[config.mk]
export PLATFORM = sky130hd
export DESIGN_NAME = mem_arbiter
export DESIGN_NICKNAME = d
export VERILOG_FILES = /design/src/rtl/mem_arb_pkg.sv /design/src/rtl/mem_arbiter.sv
export SDC_FILE = /design/constraint.sdc
export NUM_CORES = 1
export LEC_CHECK = 0
export ABC_AREA = 0
export CAP_MARGIN = 40
export CORE_MARGIN = 1.5
export CORE_UTILIZATION = 43
export DETAILED_ROUTE_END_ITERATION = 16
export GPL_TIMING_DRIVEN = 1
export PLACE_DENSITY = 0.86
export SETUP_SLACK_MARGIN = 0.2
export SLEW_MARGIN = 20
export SYNTH_ARGS = -nofsm -noshare
export SYNTH_HDL_FRONTEND = slang
export SYNTH_SLANG_ARGS = --single-unit
[constraint.sdc]
create_clock -name clk -period 4.3 [get_ports clk]
set_clock_uncertainty 0.2 [all_clocks]
set_input_delay 0.43 -clock clk [delete_from_list [all_inputs] [get_ports clk]]
set_output_delay 0.43 -clock clk [all_outputs]
set_load 0.05 [all_outputs]
[src/rtl/mem_arb_pkg.sv]
// Shared types for the fetch/data memory arbiter: FSM states, requester ids
// and the tie-break rule between the two requesters.
package mem_arb_pkg;

  typedef enum logic [1:0] {
    IDLE    = 2'd0,
    GRANT_I = 2'd1,
    GRANT_D = 2'd2,
    RESP    = 2'd3
  } arb_state_t;

  typedef enum logic {
    PORT_I = 1'b0,
    PORT_D = 1'b1
  } port_id_t;

  // Data wins unless the fetch side has already been passed over the maximum
  // number of times; with no data request the fetch side is the only candidate.
  function automatic port_id_t pick_port(input logic d_req, input logic starved);
    return (d_req && !starved) ? PORT_D : PORT_I;
  endfunction

endpackage

[src/rtl/mem_arbiter.sv]
// Arbitrates a fetch port and a data port onto one shared memory, one access
// at a time, with data priority bounded by a fetch-starvation streak counter.
module mem_arbiter
  import mem_arb_pkg::*;
#(
  parameter int unsigned AW           = 32,
  parameter int unsigned DW           = 32,
  parameter int unsigned STARVE_LIMIT = 3
) (
  input  logic          clk,
  input  logic          reset,
  input  logic          i_req,
  input  logic [AW-1:0] i_addr,
  output logic          i_ready,
  output logic [DW-1:0] i_rdata,
  input  logic          d_req,
  input  logic          d_we,
  input  logic [AW-1:0] d_addr,
  input  logic [DW-1:0] d_wdata,
  output logic          d_ready,
  output logic [DW-1:0] d_rdata,
  output logic          mem_req,
  output logic          mem_we,
  output logic [AW-1:0] mem_addr,
  output logic [DW-1:0] mem_wdata,
  input  logic [DW-1:0] mem_rdata,
  input  logic          mem_ready,
  output logic          busy
);

  localparam int unsigned   SW         = (STARVE_LIMIT < 1) ? 1 : $clog2(STARVE_LIMIT + 1);
  localparam logic [SW-1:0] STREAK_MAX = SW'(STARVE_LIMIT);

  arb_state_t    state;
  logic [SW-1:0] streak;
  logic          any_req;
  logic          starved;
  port_id_t      winner;

  always_comb begin
    any_req = i_req | d_req;
    starved = i_req && (streak == STREAK_MAX);
    winner  = pick_port(d_req, starved);
    busy    = (state != IDLE);
  end

  // The mem_* registers double as the request latch: they are loaded at the
  // grant decision and held untouched until mem_ready is seen.
  always_ff @(posedge clk) begin
    if (reset) begin
      state     <= IDLE;
      streak    <= '0;
      mem_req   <= 1'b0;
      mem_we    <= 1'b0;
      mem_addr  <= '0;
      mem_wdata <= '0;
      i_ready   <= 1'b0;
      d_ready   <= 1'b0;
      i_rdata   <= '0;
      d_rdata   <= '0;
    end else begin
      i_ready <= 1'b0;
      d_ready <= 1'b0;
      unique case (state)
        IDLE: begin
          if (!i_req || winner == PORT_I) begin
            streak <= '0;
          end else if (streak != STREAK_MAX) begin
            streak <= streak + SW'(1);
          end
          if (any_req) begin
            mem_req <= 1'b1;
            if (winner == PORT_D) begin
              mem_we    <= d_we;
              mem_addr  <= d_addr;
              mem_wdata <= d_wdata;
              state     <= GRANT_D;
            end else begin
              mem_we   <= 1'b0;
              mem_addr <= i_addr;
              state    <= GRANT_I;
            end
          end
        end
        GRANT_I: begin
          if (mem_ready) begin
            i_rdata <= mem_rdata;
            mem_req <= 1'b0;
            i_ready <= 1'b1;
            state   <= RESP;
          end
        end
        GRANT_D: begin
          if (mem_ready) begin
            if (!mem_we) begin
              d_rdata <= mem_rdata;
            end
            mem_req <= 1'b0;
            mem_we  <= 1'b0;
            d_ready <= 1'b1;
            state   <= RESP;
          end
        end
        RESP: begin
          state <= IDLE;
        end
        default: begin
          state <= IDLE;
        end
      endcase
    end
  end

endmodule

==> impl_metrics.py, run 1 <==
metrics = {
    "routing": {
        "drt_first_pass_iters": 5,
        "ant_nets": 0,
        "totalWireLength_mm": 16.1,
        "routedWlPerCell_um": 15.3,
        "routed_via_density": 5.22,
        "drt-initial-drc-count": 459,
        "vias": 5501,
        "drc": 0,
    },
    "placement": {
        "post_dp_cell_area_um2": 7930,
        "globalplace.congestion": 0.756,
        "preCtsSetupSlack_ps": 1600,
        "io_buffers": 266,
        "place_hpwl_mm": 10.9,
    },
    "power": {
        "sw_frac_of_total_pct": 40.4,
        "p_clk_share_pct": 27.7,
        "internal_power_mw": 3.42,
        "pwr-share-seq_pct": 28.7,
        "p_sw_mw": 2.32,
        "p_leak_nw": 3.14,
        "combPwrFrac_pct": 43.6,
        "power_density_nw_per_um2": 666,
        "peakVddDrop_v": 0.000381,
        "fin_total_pwr_mw": 5.74,
    },
    "cells_and_area": {
        "drive_above_1_share_pct": 5.52,
        "antennaDiodeCount": 0,
        "design_area_um2": 8610,
        "n_fill_cell": 942,
        "nets": 1033,
        "area_delta_synth_final_pct": 64.7,
    },
    "status": {
        "status": "finished clean",
    },
    "worst_setup_path": {
        "arrival_ps": 2370,
        "timing.rr.start": "state[0]",
        "worst_r2r_endpoint": "state[1]",
        "critPathRequiredTime_ps": 3670,
        "end_kind": "output pin",
        "path_class": "reg2out",
        "cp-start-kind": "flip-flop",
        "reg2reg_depth": 6,
        "startpoint": "state[0]",
        "reg2reg_slack_ps": 1660,
        "worstPathMaxFanout": 20,
    },
    "clock_network": {
        "cts.sinks": 136,
        "htreeDepth": 4,
        "post-cts-setup-buffers": 0,
        "cts_tree": "built",
        "cts_resized": 0,
        "cts_buffer_depth": 2,
        "holdBufCountCts": 0,
        "clk_pin_slew_ps": 60,
        "cts_buffers": 17,
        "insertion_delay_ps": 410,
        "cts_root_buffer": "clkbuf_16",
    },
    "synthesis": {
        "synthArstFlopShare_pct": 0,
        "yosysUniqueCellTypes": 34,
        "yosysWarnings": 0,
        "syn_inst": 652,
        "synth_top_cell_area_share_pct": 52.1,
        "synth_fp_nets": 792,
        "seq_area_frac_synth_pct": 52.1,
        "synth_seq_cells": 136,
        "synthTopCellsByCount": "194 x nand2_1, 136 x dfxtp_1, 101 x a21oi_1, 35 x nor2_1",
        "yosysMostFrequentCell": "nand2_1",
        "synth_area_um2": 5230,
        "synth_edf_count": 0,
        "syn_area_per_cell_um2": 8.02,
        "synth_ff_type": "dfxtp_1",
        "yosys.area.top_type": "dfxtp_1",
        "synthTopCellsByArea": "dfxtp_1 52%, nand2_1 14%, a21oi_1 9.7%, a311oi_1 5.4%, nand3_1 3.1%",
    },
    "grt": {
        "grt_pass1_vias": 5111,
        "grt.total_usage_pct": 24.9,
        "antenna_found_initial": 0,
        "grt_pass1_wl_mm": 25.3,
        "overflow": 0,
        "grt_max_degree": 61,
    },
    "timing": {
        "worst_pin_slew_ps": 727,
        "post-route-period-util_pct": 69.8,
        "hold_violations": 0,
        "slew_headroom_pct": 51.5,
        "whs_ps": 250,
        "period_needed_ps": 3000,
        "setup_viol": 0,
        "drv_slew": 0,
        "fmax_mhz": 333,
        "setup_ws_ps": 1300,
        "rsz0062_at_grt": "no",
        "fin_setup_tns_ps": 0,
    },
    "run": {
        "maxCapViolations": 0,
    },
    "floorplanning": {
        "die_x_um": 113,
        "std_cell_rows": 40,
        "ioPinCount": 267,
        "core_area_um2": 11900,
        "die_h_um": 113,
        "dieArea_um2": 12800,
        "initial_utilization_pct": 43.9,
    },
    "hold_path": {
        "min_path_cells": 2,
        "hold_path.class": "in2reg",
        "min_to": "mem_wdata[9]",
        "worstHoldStart": "reset",
    },
}
[power groups by stage]
| stage | clock network [mW] | registers, mW | logic (mW) |
|---|---|---|---|
| detailed placement | 0 | 1.67 | 2.49 |
| floorplan | 0 | 2.49 | 0.853 |
| global placement | 0 | 1.66 | 2.43 |
| CTS | 1.61 | 1.65 | 2.50 |
| finish | 1.59 | 1.65 | 2.50 |
| global route | 1.67 | 1.68 | 2.65 |
[flip-flops by register name, indices dropped and copies added (netlist names)]
register   cells
d_rdata       32
i_rdata       32
mem_addr      32
mem_wdata     32
state          2
streak         2
d_ready        1
i_ready        1
mem_req        1
mem_we         1
[final cells by class]
class	count	area [um^2]	area share, %
Clock inverter	13	200	2.32
Inverter	3	11.3	0.131
Timing Repair Buffer	279	2800	32.5
Sequential cell	136	2720	31.6
Multi-Input combinational cell	456	2240	26.0
Tap cell	147	184	2.14
Clock buffer	19	453	5.26
[cells by family after synthesis]
family	after synthesis	share of synthesized area, %
and+or+nand+nor	274	21.3
AOI/OAI and AO/OA	175	19.7
DFF	136	52.1
buffers and inverters	60	5.29
adders and majority gates	6	1.44
muxes	1	0.191
[worst max-delay path by stage]
stage	to	slack (ps)	cells past startpoint
finish	busy	1300	4
global placement	mem_addr[25]	1650	5
detailed placement	mem_addr[0]	1600	5
CTS	busy	1300	4
floorplan	busy	2170	5
global route	busy	1210	4
[per-layer routing]
metal  part of all wire, %  track usage, %  up-vias
met1                    39            27.6     2551
met3                   9.1            9.48       25
met4                   1.8            8.42        0
li1                      -               -     2696
met2                    50            43.7      229
met5                     0               0        -
[metrics by stage]
step                      std cells  utilization, %
final                          1053            72.3
after floorplan                 652               -
after global placement         1019            66.4
after detailed placement       1020            66.6
after global routing           1053            72.3
after CTS                      1052            72.1
[cell usage in the layout, fill, tap and decap left out, drive strengths merged, types with 2 or more instances in the layout]
| cell | count |
|---|---|
| dfxtp | 136 |
| nor2 | 35 |
| a311oi | 32 |
| clkbuf | 19 |
| ha | 6 |
| clkinv | 7 |
| buf | 14 |
| o21ai | 34 |
| nand2 | 194 |
| a21boi | 2 |
| nand2b | 3 |
| and2 | 2 |
| nand3 | 32 |
| inv | 3 |
| bufinv | 5 |
| a21oi | 101 |
| clkdlybuf4s50 | 265 |
[worst max-delay path, stage by stage, from the launching register on]
cell and delay (ps):
dfxtp_1 330, inv_1 120, ha_1 650, inv_1 120, clkdlybuf4s50_1 730
Power figures use the tool's default switching activity.
==> run 2, diff against run 1 <==
CORE_UTILIZATION = 40   (was 43)
PLACE_DENSITY = 0.81   (was 0.86)
clock period = 3 ns   (was 4.3 ns; I/O delays follow)
==> run 2 against run 1 <==
Compared with the run above:
- final cell count rose by 2.5%
- combinational power rose by 43%
- clock power up 39%
- hold slack got worse by 93 ps
- sequential share of layout area down 0.064 points
- first-iteration DRC count decreased by 24%
- largest cell class unchanged
- core utilization shrank 4.2 points
- flip-flop and latch count unchanged
- critical path type unchanged
- register-to-register slack got worse by 640 ps
- total power grew 42%
==> impl_metrics.py, run 2 (same netlist as run 1, synthesis figures left out) <==
metrics = {
    "cells_and_area": {
        "nets": 1034,
        "area_delta_synth_final_pct": 65.1,
        "final_common_cell": "clkdlybuf4s50_1",
        "layout_common_cells": "264 x clkdlybuf4s50_1, 194 x nand2_1, 136 x dfxtp_1, 101 x a21oi_1, 35 x nor2_1",
        "drive_above_1_share_pct": 5.51,
        "antennaDiodeCount": 0,
        "n_fill_cell": 1046,
        "ff_latch_area_um2": 2720,
        "design_area_um2": 8630,
        "multi_input_area_um2": 2240,
        "final_cells": 1079,
    },
    "timing": {
        "hold_violations": 0,
        "rsz0062_at_grt": "no",
        "worst_pin_slew_ps": 562,
        "slew_headroom_pct": 62.4,
        "setup_viol": 0,
        "fmax_mhz": 444,
        "period_needed_ps": 2250,
        "drv_slew": 0,
        "fin_setup_tns_ps": 0,
        "post-route-period-util_pct": 75.1,
    },
    "worst_setup_path": {
        "path_class": "reg2out",
        "timing.rr.start": "state[1]",
        "crit_chain": "inv_1 -> ha_1 -> inv_1 -> buf_4",
        "arrival_ps": 1750,
        "reg2reg_depth": 5,
        "max_stage_delay_ps": 370,
        "worst_r2r_endpoint": "state[1]",
        "critPathRequiredTime_ps": 2500,
        "worstPathMaxFanout": 11,
        "cp_slowest_cell": "dfxtp_1",
        "cp-start-kind": "flip-flop",
        "reg2reg_slack_ps": 1020,
        "path_common_cell": "inv_1",
        "end_kind": "output pin",
    },
    "placement": {
        "place_inst": 1047,
        "io_buffers": 266,
        "globalplace.congestion": 0.788,
        "place_hpwl_mm": 10.7,
        "post_dp_cell_area_um2": 8000,
    },
    "routing": {
        "routedWlPerCell_um": 14.7,
        "drc": 0,
        "wl_met1_mm": 6.40,
        "ant_nets": 0,
        "drt-initial-drc-count": 349,
        "wl_met2_mm": 7.66,
        "highest_layer": "met4",
        "totalWireLength_mm": 15.8,
        "routed_via_density": 5.03,
        "wl_met3_mm": 1.53,
        "drt_first_pass_iters": 5,
        "vias": 5426,
    },
    "floorplanning": {
        "std_cell_rows": 41,
        "ioPinCount": 267,
        "die_x_um": 117,
        "initial_utilization_pct": 41.3,
        "die_h_um": 117,
        "dieArea_um2": 13800,
        "core_area_um2": 12700,
    },
    "grt": {
        "grt_max_degree": 65,
        "grt_pass1_vias": 5073,
        "grt_pass1_wl_mm": 25.6,
        "grt.total_usage_pct": 23.1,
        "overflow": 0,
        "antenna_found_initial": 0,
    },
    "hold_path": {
        "worstHoldStart": "reset",
        "min_path_cells": 2,
        "hold_path.class": "in2reg",
        "min_to": "i_rdata[3]",
    },
    "run": {
        "maxCapViolations": 0,
    },
    "clock_network": {
        "cts_buffers": 17,
        "cts.sinks": 136,
        "clk_pin_slew_ps": 60,
        "post-cts-setup-buffers": 0,
        "cts_resized": 0,
        "htreeDepth": 4,
        "cts_tree": "built",
        "holdBufCountCts": 0,
        "cts_buffer_depth": 2,
        "insertion_delay_ps": 420,
        "cts_root_buffer": "clkbuf_16",
    },
    "power": {
        "peakVddDrop_v": 0.000516,
        "power_density_nw_per_um2": 944,
        "p_leak_nw": 3.12,
    },
    "status": {
        "status": "finished clean",
    },
}
-- run 2: cell types whose count changed in the layout (fill, tap and decap cells not counted), sizes merged --
cell / change
clkinvlp: +3
buf: +2
clkdlybuf4s50: -1
inv: +1
clkinv: -5
bufinv: -1
clkbuf: +2
-- run 2: report_power, final --
| group | internal, mW | total [mW] | leakage (nW) | switching [mW] |
|---|---|---|---|---|
| Clock | 1.43 | 2.21 | 0.296 | 0.774 |
| Combinational | 1.22 | 3.58 | 1.71 | 2.36 |
| Sequential | 2.18 | 2.36 | 1.11 | 0.182 |
-- run 2: how the worst max path moves through the flow --
stage	from	endpoint	slack [ps]
2_1_floorplan	state[0]	mem_wdata[22]	940
3_3_place_gp	i_req	mem_addr[20]	790
3_5_place_dp	i_req	mem_addr[27]	710
4_1_cts	state[0]	busy	740
5_1_grt	state[0]	busy	650
6_report	state[0]	busy	750
-- run 2: layer usage --
layer  global-route usage (%)  up-vias
met5                        0        -
met4                     7.95        0
met3                     9.82       19
met2                     38.8      224
met1                     26.2     2486
li1                         -     2697
-- run 2: area by class of cell --
type | count | share of cell area (%)
Clock buffer | 21 | 5.34
Clock inverter | 11 | 1.96
Inverter | 3 | 0.131
Multi-Input combinational cell | 456 | 25.9
Sequential cell | 136 | 31.6
Tap cell | 172 | 2.49
Timing Repair Buffer | 280 | 32.6
-- run 2: through the flow --
stage	utilization, %	hold WS (ps)	setup slack [ps]	power, mW
6_report	68.1	157	747	8.15
5_1_grt	68.1	165	648	8.55
4_1_cts	68.1	154	744	8.20
3_5_place_dp	63.1	246	707	5.98
3_3_place_gp	63.1	241	794	5.95
2_1_floorplan	-	214	940	4.80
-- run 2: critical path: cells and delay by family (launching register included) --
family,cells,cell delay [ps]
DFF,1,370
buffers and inverters,3,680
adders and majority gates,1,280
==> run 3, diff against run 2 <==
clock period = 2.1 ns   (was 3 ns; I/O delays follow)
==> run 3 against run 2 <==
Compared with the run above:
- core utilization increased by 1.1 points
- register-to-register slack lost 700 ps
- wire length is 4.7% higher
- die area did not move
- combinational power is 49% higher
- largest cell class unchanged
- sequential power is 42% higher
- flip-flop and latch count stayed put
- first-iteration DRC count grew 7.2%
- critical path depth is 1 higher
==> impl_metrics.py, run 3 (same netlist as run 1, synthesis figures left out) <==
metrics = {
    "status": {
        "status": "finished clean",
    },
    "cells_and_area": {
        "multi_input_area_um2": 2260,
        "ff_latch_area_um2": 2720,
        "antennaDiodeCount": 0,
        "final_common_cell": "nand2_1",
        "area_delta_synth_final_pct": 67.7,
        "nets": 1048,
        "drive_above_1_share_pct": 7.71,
        "n_fill_cell": 1070,
        "layout_common_cells": "194 x nand2_1, 135 x dfxtp_1, 132 x clkdlybuf4s50_1, 130 x dlygate4sd2_1, 101 x a21oi_1",
    },
    "routing": {
        "drt-initial-drc-count": 374,
        "drt_first_pass_iters": 5,
        "totalWireLength_mm": 16.6,
        "routed_via_density": 5.08,
        "drc": 0,
        "ant_nets": 0,
        "routedWlPerCell_um": 15.2,
        "vias": 5551,
    },
    "timing": {
        "period_needed_ps": 1880,
        "fin_setup_tns_ps": 0,
        "hold_violations": 0,
        "slew_headroom_pct": 62.2,
        "setup_viol": 0,
        "drv_slew": 0,
        "post-route-period-util_pct": 89.6,
        "setup_ws_ps": 218,
        "worst_pin_slew_ps": 570,
        "rsz0062_at_grt": "yes",
        "fmax_mhz": 531,
    },
    "power": {
        "power_density_nw_per_um2": 1400,
        "p_leak_nw": 3.81,
        "peakVddDrop_v": 0.000707,
    },
    "hold_path": {
        "min_to": "mem_wdata[26]",
        "hold_path.class": "in2reg",
        "worstHoldStart": "d_wdata[26]",
        "min_path_cells": 3,
    },
    "run": {
        "maxCapViolations": 0,
    },
    "floorplanning": {
        "ioPinCount": 267,
        "initial_utilization_pct": 41.3,
        "std_cell_rows": 41,
        "die_h_um": 117,
        "core_area_um2": 12700,
        "die_x_um": 117,
        "dieArea_um2": 13800,
    },
    "grt": {
        "overflow": 0,
        "grt_pass1_wl_mm": 26.7,
        "grt.total_usage_pct": 23.9,
        "grt_max_degree": 53,
        "antenna_found_initial": 0,
        "grt_pass1_vias": 5321,
    },
    "worst_setup_path": {
        "worst_r2r_endpoint": "mem_addr[20]",
        "reg2reg_depth": 5,
        "path_class": "reg2out",
        "critPathRequiredTime_ps": 1690,
        "critPathTopFamily": "buffers and inverters",
        "cp-start-kind": "flip-flop",
        "cp_slowest_cell": "dfxtp_1",
        "reg2reg_slack_ps": 320,
        "max_stage_delay_ps": 340,
        "end_kind": "output pin",
        "worstPathMaxFanout": 5,
        "timing.rr.start": "streak[0]",
        "crit_chain": "inv_2 -> ha_4 -> buf_6 -> clkinvlp_4 -> buf_8",
        "arrival_ps": 1470,
        "critical_path_buf_inv_count": 4,
    },
    "clock_network": {
        "cts.sinks": 136,
        "cts_root_buffer": "clkbuf_16",
        "clk_pin_slew_ps": 60,
        "insertion_delay_ps": 410,
        "cts_buffer_depth": 2,
        "htreeDepth": 4,
        "cts_tree": "built",
        "cts_buffers": 17,
    },
    "placement": {
        "io_buffers": 266,
        "globalplace.congestion": 0.792,
        "preCtsSetupSlack_ps": 96.3,
        "place_hpwl_mm": 11.3,
    },
}
run 3: changes by cell type in the layout (fill, tap and decap cells not counted), sizes merged:
cell	delta
inv	-1
clkbuf	+1
dlygate4sd3	+1
bufinv	+3
clkinvlp	-2
buf	+14
dlygate4sd2	+130
clkdlybuf4s50	-132
run 3: final cells by class:
class                      instances  share of cell area, %
timing repair buffer             294                   32.5
sequential                       136                   31.1
multi-input combinational        456                   25.7
clock buffer                      21                   5.37
clock inverter                    11                   2.74
tap                              172                   2.45
inverter                           3                  0.171
run 3: layer usage:
layer / track usage [%] / wire length, um
met5: 0 / 0
met4: 8.49 / 224
met3: 7.64 / 1290
met2: 40.8 / 8190
met1: 28.1 / 6880
run 3: worst max-delay path by stage:
| stage | slack, ps | cells past startpoint | end | start |
|---|---|---|---|---|
| floorplan | 290 | 6 | mem_we | state[0] |
| global placement | 140 | 4 | mem_we | i_req |
| detailed placement | 100 | 5 | mem_addr[0] | i_req |
| CTS | 30 | 5 | busy | state[1] |
| global route | 170 | 5 | busy | state[1] |
| finish | 220 | 5 | busy | state[1] |
run 3: worst min-delay path: cells and delay by family:
| kind | cells | cell delay, ps |
|---|---|---|
| simple gates | 1 | 60 |
| compound gates | 1 | 50 |
| buf+inv | 1 | 400 |
run 3: timing repair:
| item | in CTS | in global routing |
|---|---|---|
| hold buffers | 1 | 0 |
| pin swaps | 0 | 1 |
| cloned | 0 | 1 |
| setup buffers | 3 | 3 |
| gates resized for setup | 132 | 9 |
| hold endpoints to repair | 4 | 0 |
| endpoints found under the setup margin | 155 | 40 |
run 3: where the power goes:
group / total (mW) / internal, mW / switching, mW
registers: 3.36 / 3.11 / 0.254
logic: 5.34 / 1.79 / 3.55
clock network: 3.54 / 2.45 / 1.09
run 3: per-stage QoR:
| stage | util, % | total power, mW | instance area, um^2 | std cells | hold slack (ps) |
|---|---|---|---|---|---|
| after floorplan | - | 6.86 | 5230 | 652 | 124 |
| after detailed placement | 63.9 | 8.71 | 8100 | 1053 | 247 |
| after global routing | 69.2 | 12.8 | 8770 | 1093 | 151 |
| final | 69.2 | 12.2 | 8770 | 1093 | 157 |
| after CTS | 68.6 | 12.0 | 8690 | 1089 | 142 |
| after global placement | 63.9 | 8.64 | 8100 | 1053 | 241 |
==> patch 1 (config.mk and constraints of run 2) <==
`DW`: 32 -> 64.
--- a/src/rtl/mem_arbiter.sv
+++ b/src/rtl/mem_arbiter.sv
@@ -5,5 +5,5 @@
 #(
   parameter int unsigned AW           = 32,
-  parameter int unsigned DW           = 32,
+  parameter int unsigned DW           = 64,
   parameter int unsigned STARVE_LIMIT = 3
 ) (
Interface: changed (5 resized); port bits go from 267 to 427. The function was not compared with the original's and may differ.
==> patch 1 against run 2 <==
Sequential cell count is 96 higher. Via count up 65%. Total power up 54%. Combinational power up 51%. Global-route usage increased by 2.6 points. Cell area rose by 61%. Register-to-register slack worse by 0.33 ns. Sequential power is 66% higher. Wire length increased by 90%. Setup slack worse by 0.062 ns. Area after synthesis increased by 64%. Critical path type is now reg2reg. Critical endpoint is now state[1].
==> patch 1: results (changes against run 2) <==
placement:
  place_hpwl_mm: 20.5  # +91%
  place.gp.congestion: 0.831  # +5.5%
  dp_slack_ns: 0.704  # -0.00267 ns
  port_buffers: 426  # +60%
setup_path:
  crit_path_end_kind: "flip-flop"
  worst_path_dominant_cell_family: "compound AO/OA/AOI/OAI gates"
  r2r_slack_ns: 0.69  # -0.33 ns
  worst_r2r_path_depth: 6  # +1
  slowest_stage: "sky130_fd_sc_hd__nor3b_2"
  slowest_delay_ns: 0.45  # +0.08 ns
  critPathArrivalTime_ns: 2.50  # +0.75 ns
routing:
  drt-vias-per-instance: 5.14  # +2.1%
  routed_wirelength_mm: 30.2  # +90%
  dr_total_vias: 8943  # +65%
synthesis:
  synth_cell_types: 32  # -5.9%
  cells_after_synthesis: 1075  # +65%
  post_synth_main_area_contributors: "sky130_fd_sc_hd__dfxtp_1, sky130_fd_sc_hd__nand2_1, sky130_fd_sc_hd__a21oi_1"
  synth-seq-area-share_pct: 54.2  # +2.1 points
  synth_nets: 1279  # +61%
status:
  run_status: "finished, final reports clean"
pwr:
  p_leak_uw: 0.00489  # +57%
  pwr.group.sequential_uw: 3910  # +66%
  worst_ir_drop_vdd_mv: 0.528  # +2.3%
  internal-power_uw: 7350  # +52%
  power_clock_uw: 3230  # +46%
layout:
  final_layout_size_suffix_gt1_share_pct: 4.58  # -0.94 points
  layout.nets: 1650  # +60%
timing:
  worst_hold_slack_ns: 0.0617  # -0.0954 ns
  timing.final.crit_period_ns: 2.31  # +0.0617 ns
grt:
  grt_max_degree: 97  # +49%
  antenna_violations_before_repair: 1  # +1
  number_of_global_route_vias_before_repair: 8570  # +69%
  grt_usage_pct: 25.7  # +2.6 points
  first_pass_grt_wire_length_mm: 45.6  # +78%
hold_path:
  hold-path-endpoint: "i_rdata[15]"
clock_tree:
  cts-buffers-inserted: 25  # +8
  max-clock-path-buffers: 3  # +1
  worst_skew_pair.late_latency_ns: 0.52  # +0.10 ns
-- patch 1: cell count changes after synthesis, moves of 2 or more --
cell,delta
sky130_fd_sc_hd__dfxtp_1,+96
sky130_fd_sc_hd__buf_6,-2
sky130_fd_sc_hd__nand3_1,+32
sky130_fd_sc_hd__o21ai_0,+64
sky130_fd_sc_hd__clkbuf_1,+29
sky130_fd_sc_hd__buf_1,+10
sky130_fd_sc_hd__a21oi_1,+96
sky130_fd_sc_hd__nand2_1,+128
sky130_fd_sc_hd__buf_4,+2
sky130_fd_sc_hd__o21ai_1,-32
-- patch 1: per-stage QoR --
stage,power (uW),cell area (um^2)
global route,13100,13900
finish,12600,13900
global placement,9300,13000
detailed placement,9370,13000
floorplan,7450,8560
CTS,12600,13900
-- patch 1: layer usage --
layer | global-route usage [%] | vias up | routed length, um
met2 | 44.2 | 357 | 14800
met5 | 0 | - | 0
met3 | 7.46 | 83 | 2560
met1 | 29.3 | 4133 | 11400
li1 | - | 4370 | -
met4 | 11.6 | 0 | 1370
-- patch 1: area by class of cell --
class                      count  area (um^2)
fill                        1707         7140
sequential                   232         4640
timing repair buffer         440         4480
multi-input combinational    744         3520
clock buffer                  31          678
tap                          275          344
clock inverter                14          190
inverter                       3         11.3
antenna                        2         5.00
-- patch 1: cell families (layout without fill, tap and decap cells) --
group / count (synthesis) / count (layout) / synth area share, %
fa+ha+maj: 6 / 6 / 0.877
other cells: 0 / 2 / 0
flops: 232 / 232 / 54.2
compound gates: 303 / 303 / 19.4
buf+inv: 99 / 488 / 4.85
mux: 1 / 1 / 0.117
simple gates: 434 / 434 / 20.5
==> patch 2 (settings of run 2) <==
Without the edit above. The 4 states of `arb_state_t` get a one-hot encoding in 4 bits.
--- a/src/rtl/mem_arb_pkg.sv
+++ b/src/rtl/mem_arb_pkg.sv
@@ -3,9 +3,9 @@
 package mem_arb_pkg;
 
-  typedef enum logic [1:0] {
-    IDLE    = 2'd0,
-    GRANT_I = 2'd1,
-    GRANT_D = 2'd2,
-    RESP    = 2'd3
+  typedef enum logic [3:0] {
+    IDLE    = 4'b0001,
+    GRANT_I = 4'b0010,
+    GRANT_D = 4'b0100,
+    RESP    = 4'b1000
   } arb_state_t;
 
Function: no difference found for any inputs over 4 cycles, from zero or initial values and one cycle with reset high; so few cycles prove little.
==> patch 2 against run 2 <==
Critical path depth fell by 1. Final cell count fell by 2.3%. Synthesized cell count shrank 1.8%. Sequential share of layout area is 0.35 points lower. Sequential cell count increased by 2. Setup slack lost 0.10 ns. Utilization is 1.5 points lower. Register-to-register slack worse by 0.25 ns. Wire length is 17% higher. Cell area rose by 2.6%. Area after synthesis up 4.6%. Critical path type unchanged. Largest cell class unchanged.
Power is not compared: it rests on default switching activity, and its combinational part moved more than twofold at a synthesized area within 25%.
==> patch 2: results (changes against run 2) <==
synthesis:
  synth_nets: 775  # -2.1%
  synth-seq-area-share_pct: 50.5  # -1.6 points
  post_synth_main_area_contributors: "sky130_fd_sc_hd__dfxtp_1, sky130_fd_sc_hd__a21oi_1, sky130_fd_sc_hd__nand3_1"
  synth_cell_types: 31  # -8.8%
  synth_commonest_cells: "sky130_fd_sc_hd__dfxtp_1, sky130_fd_sc_hd__a21oi_1, sky130_fd_sc_hd__nand3_1"
  cells_after_synthesis: 640  # -1.8%
setup_path:
  slowest_delay_ns: 0.47  # +0.10 ns
  slowest_stage: "sky130_fd_sc_hd__dfxtp_1"
  r2r_slack_ns: 0.77  # -0.25 ns
  regToRegEndpoint: "mem_wdata[4]"
  critPathArrivalTime_ns: 1.86  # +0.11 ns
  critical_path_peak_fanout: 36  # +25
routing:
  dr_total_vias: 5911  # +8.9%
  detailedRoute.firstIterationViolations: 558  # +60%
  avgRoutedWirePerCell_um: 17.5  # +19%
  drt-vias-per-instance: 5.61  # +12%
grt:
  number_of_global_route_vias_before_repair: 5458  # +7.6%
  use_met3_pct: 9.93  # +0.11 points
  met2_usage_pct: 39.8  # +0.93 points
  gr-usage-met1_pct: 30.2  # +4.0 points
  first_pass_grt_wire_length_mm: 28.6  # +12%
  grt_max_degree: 102  # +57%
placement:
  place_hpwl_mm: 12.3  # +15%
  placed_cell_area_um2: 8270  # +3.3%
  place.gp.congestion: 0.778  # -1.2%
  dpl.cell_count: 1023  # -2.3%
hold_path:
  min-delay-start: "reset"
  hold-path-endpoint: "d_rdata[11]"
clock_tree:
  worst_skew_pair.late_latency_ns: 0.42  # about the same
  cts-buffers-inserted: 17  # unchanged
layout:
  final_layout_size_suffix_gt1_share_pct: 6.72  # +1.2 points
  layout.core_utilization_pct: 66.6  # -1.5 points
status:
  run_status: "finished, final reports clean"
pwr:
  power.density_cell_area_nw_per_um2: 620
timing:
  timing.slew.headroom_pct: 50.8  # -12 points
  fin_crit_sh_pct: 78.6  # +3.5 points
## patch 2: cell count changes after synthesis, moves of 3 or more
cell and delta:
sky130_fd_sc_hd__a211oi_1 +32, sky130_fd_sc_hd__a21oi_1 +33, sky130_fd_sc_hd__a311oi_1 -32, sky130_fd_sc_hd__buf_1 -3, sky130_fd_sc_hd__buf_2 -15, sky130_fd_sc_hd__clkbuf_1 +41
sky130_fd_sc_hd__ha_1 -5, sky130_fd_sc_hd__nand2_1 -190, sky130_fd_sc_hd__nand3_1 +65, sky130_fd_sc_hd__nor2_1 -34, sky130_fd_sc_hd__nor3_1 +3, sky130_fd_sc_hd__o21ai_0 +91
sky130_fd_sc_hd__o21ai_1 -28, sky130_fd_sc_hd__o32ai_1 +32
## patch 2: metal layers
| metal | share of wire, % | routed length [um] | up-vias |
|---|---|---|---|
| met5 | 0 | 0 | - |
| met4 | 2.7 | 502 | 0 |
| met3 | 9.7 | 1800 | 38 |
| met2 | 48 | 8810 | 267 |
| met1 | 40 | 7370 | 2766 |
| li1 | - | - | 2840 |
## patch 2: kinds of logic (layout without fill, tap and decap cells)
group / after synthesis / after routing / share of synthesized area [%]
adder cells (fa/ha/maj): 1 / 1 / 0.229
AO/OA/AOI/OAI: 301 / 301 / 31.6
AND/OR/NAND/NOR: 122 / 122 / 12.1
buffers and inverters: 78 / 316 / 5.54
flip-flops: 138 / 138 / 50.5
## patch 2: cell type report
type | instances | area share, %
Clock buffer | 21 | 5.31
Clock inverter | 10 | 1.33
Inverter | 2 | 0.0848
Multi-Input combinational cell | 424 | 27.5
Sequential cell | 138 | 31.2
Tap cell | 176 | 2.49
Timing Repair Buffer | 283 | 32.1
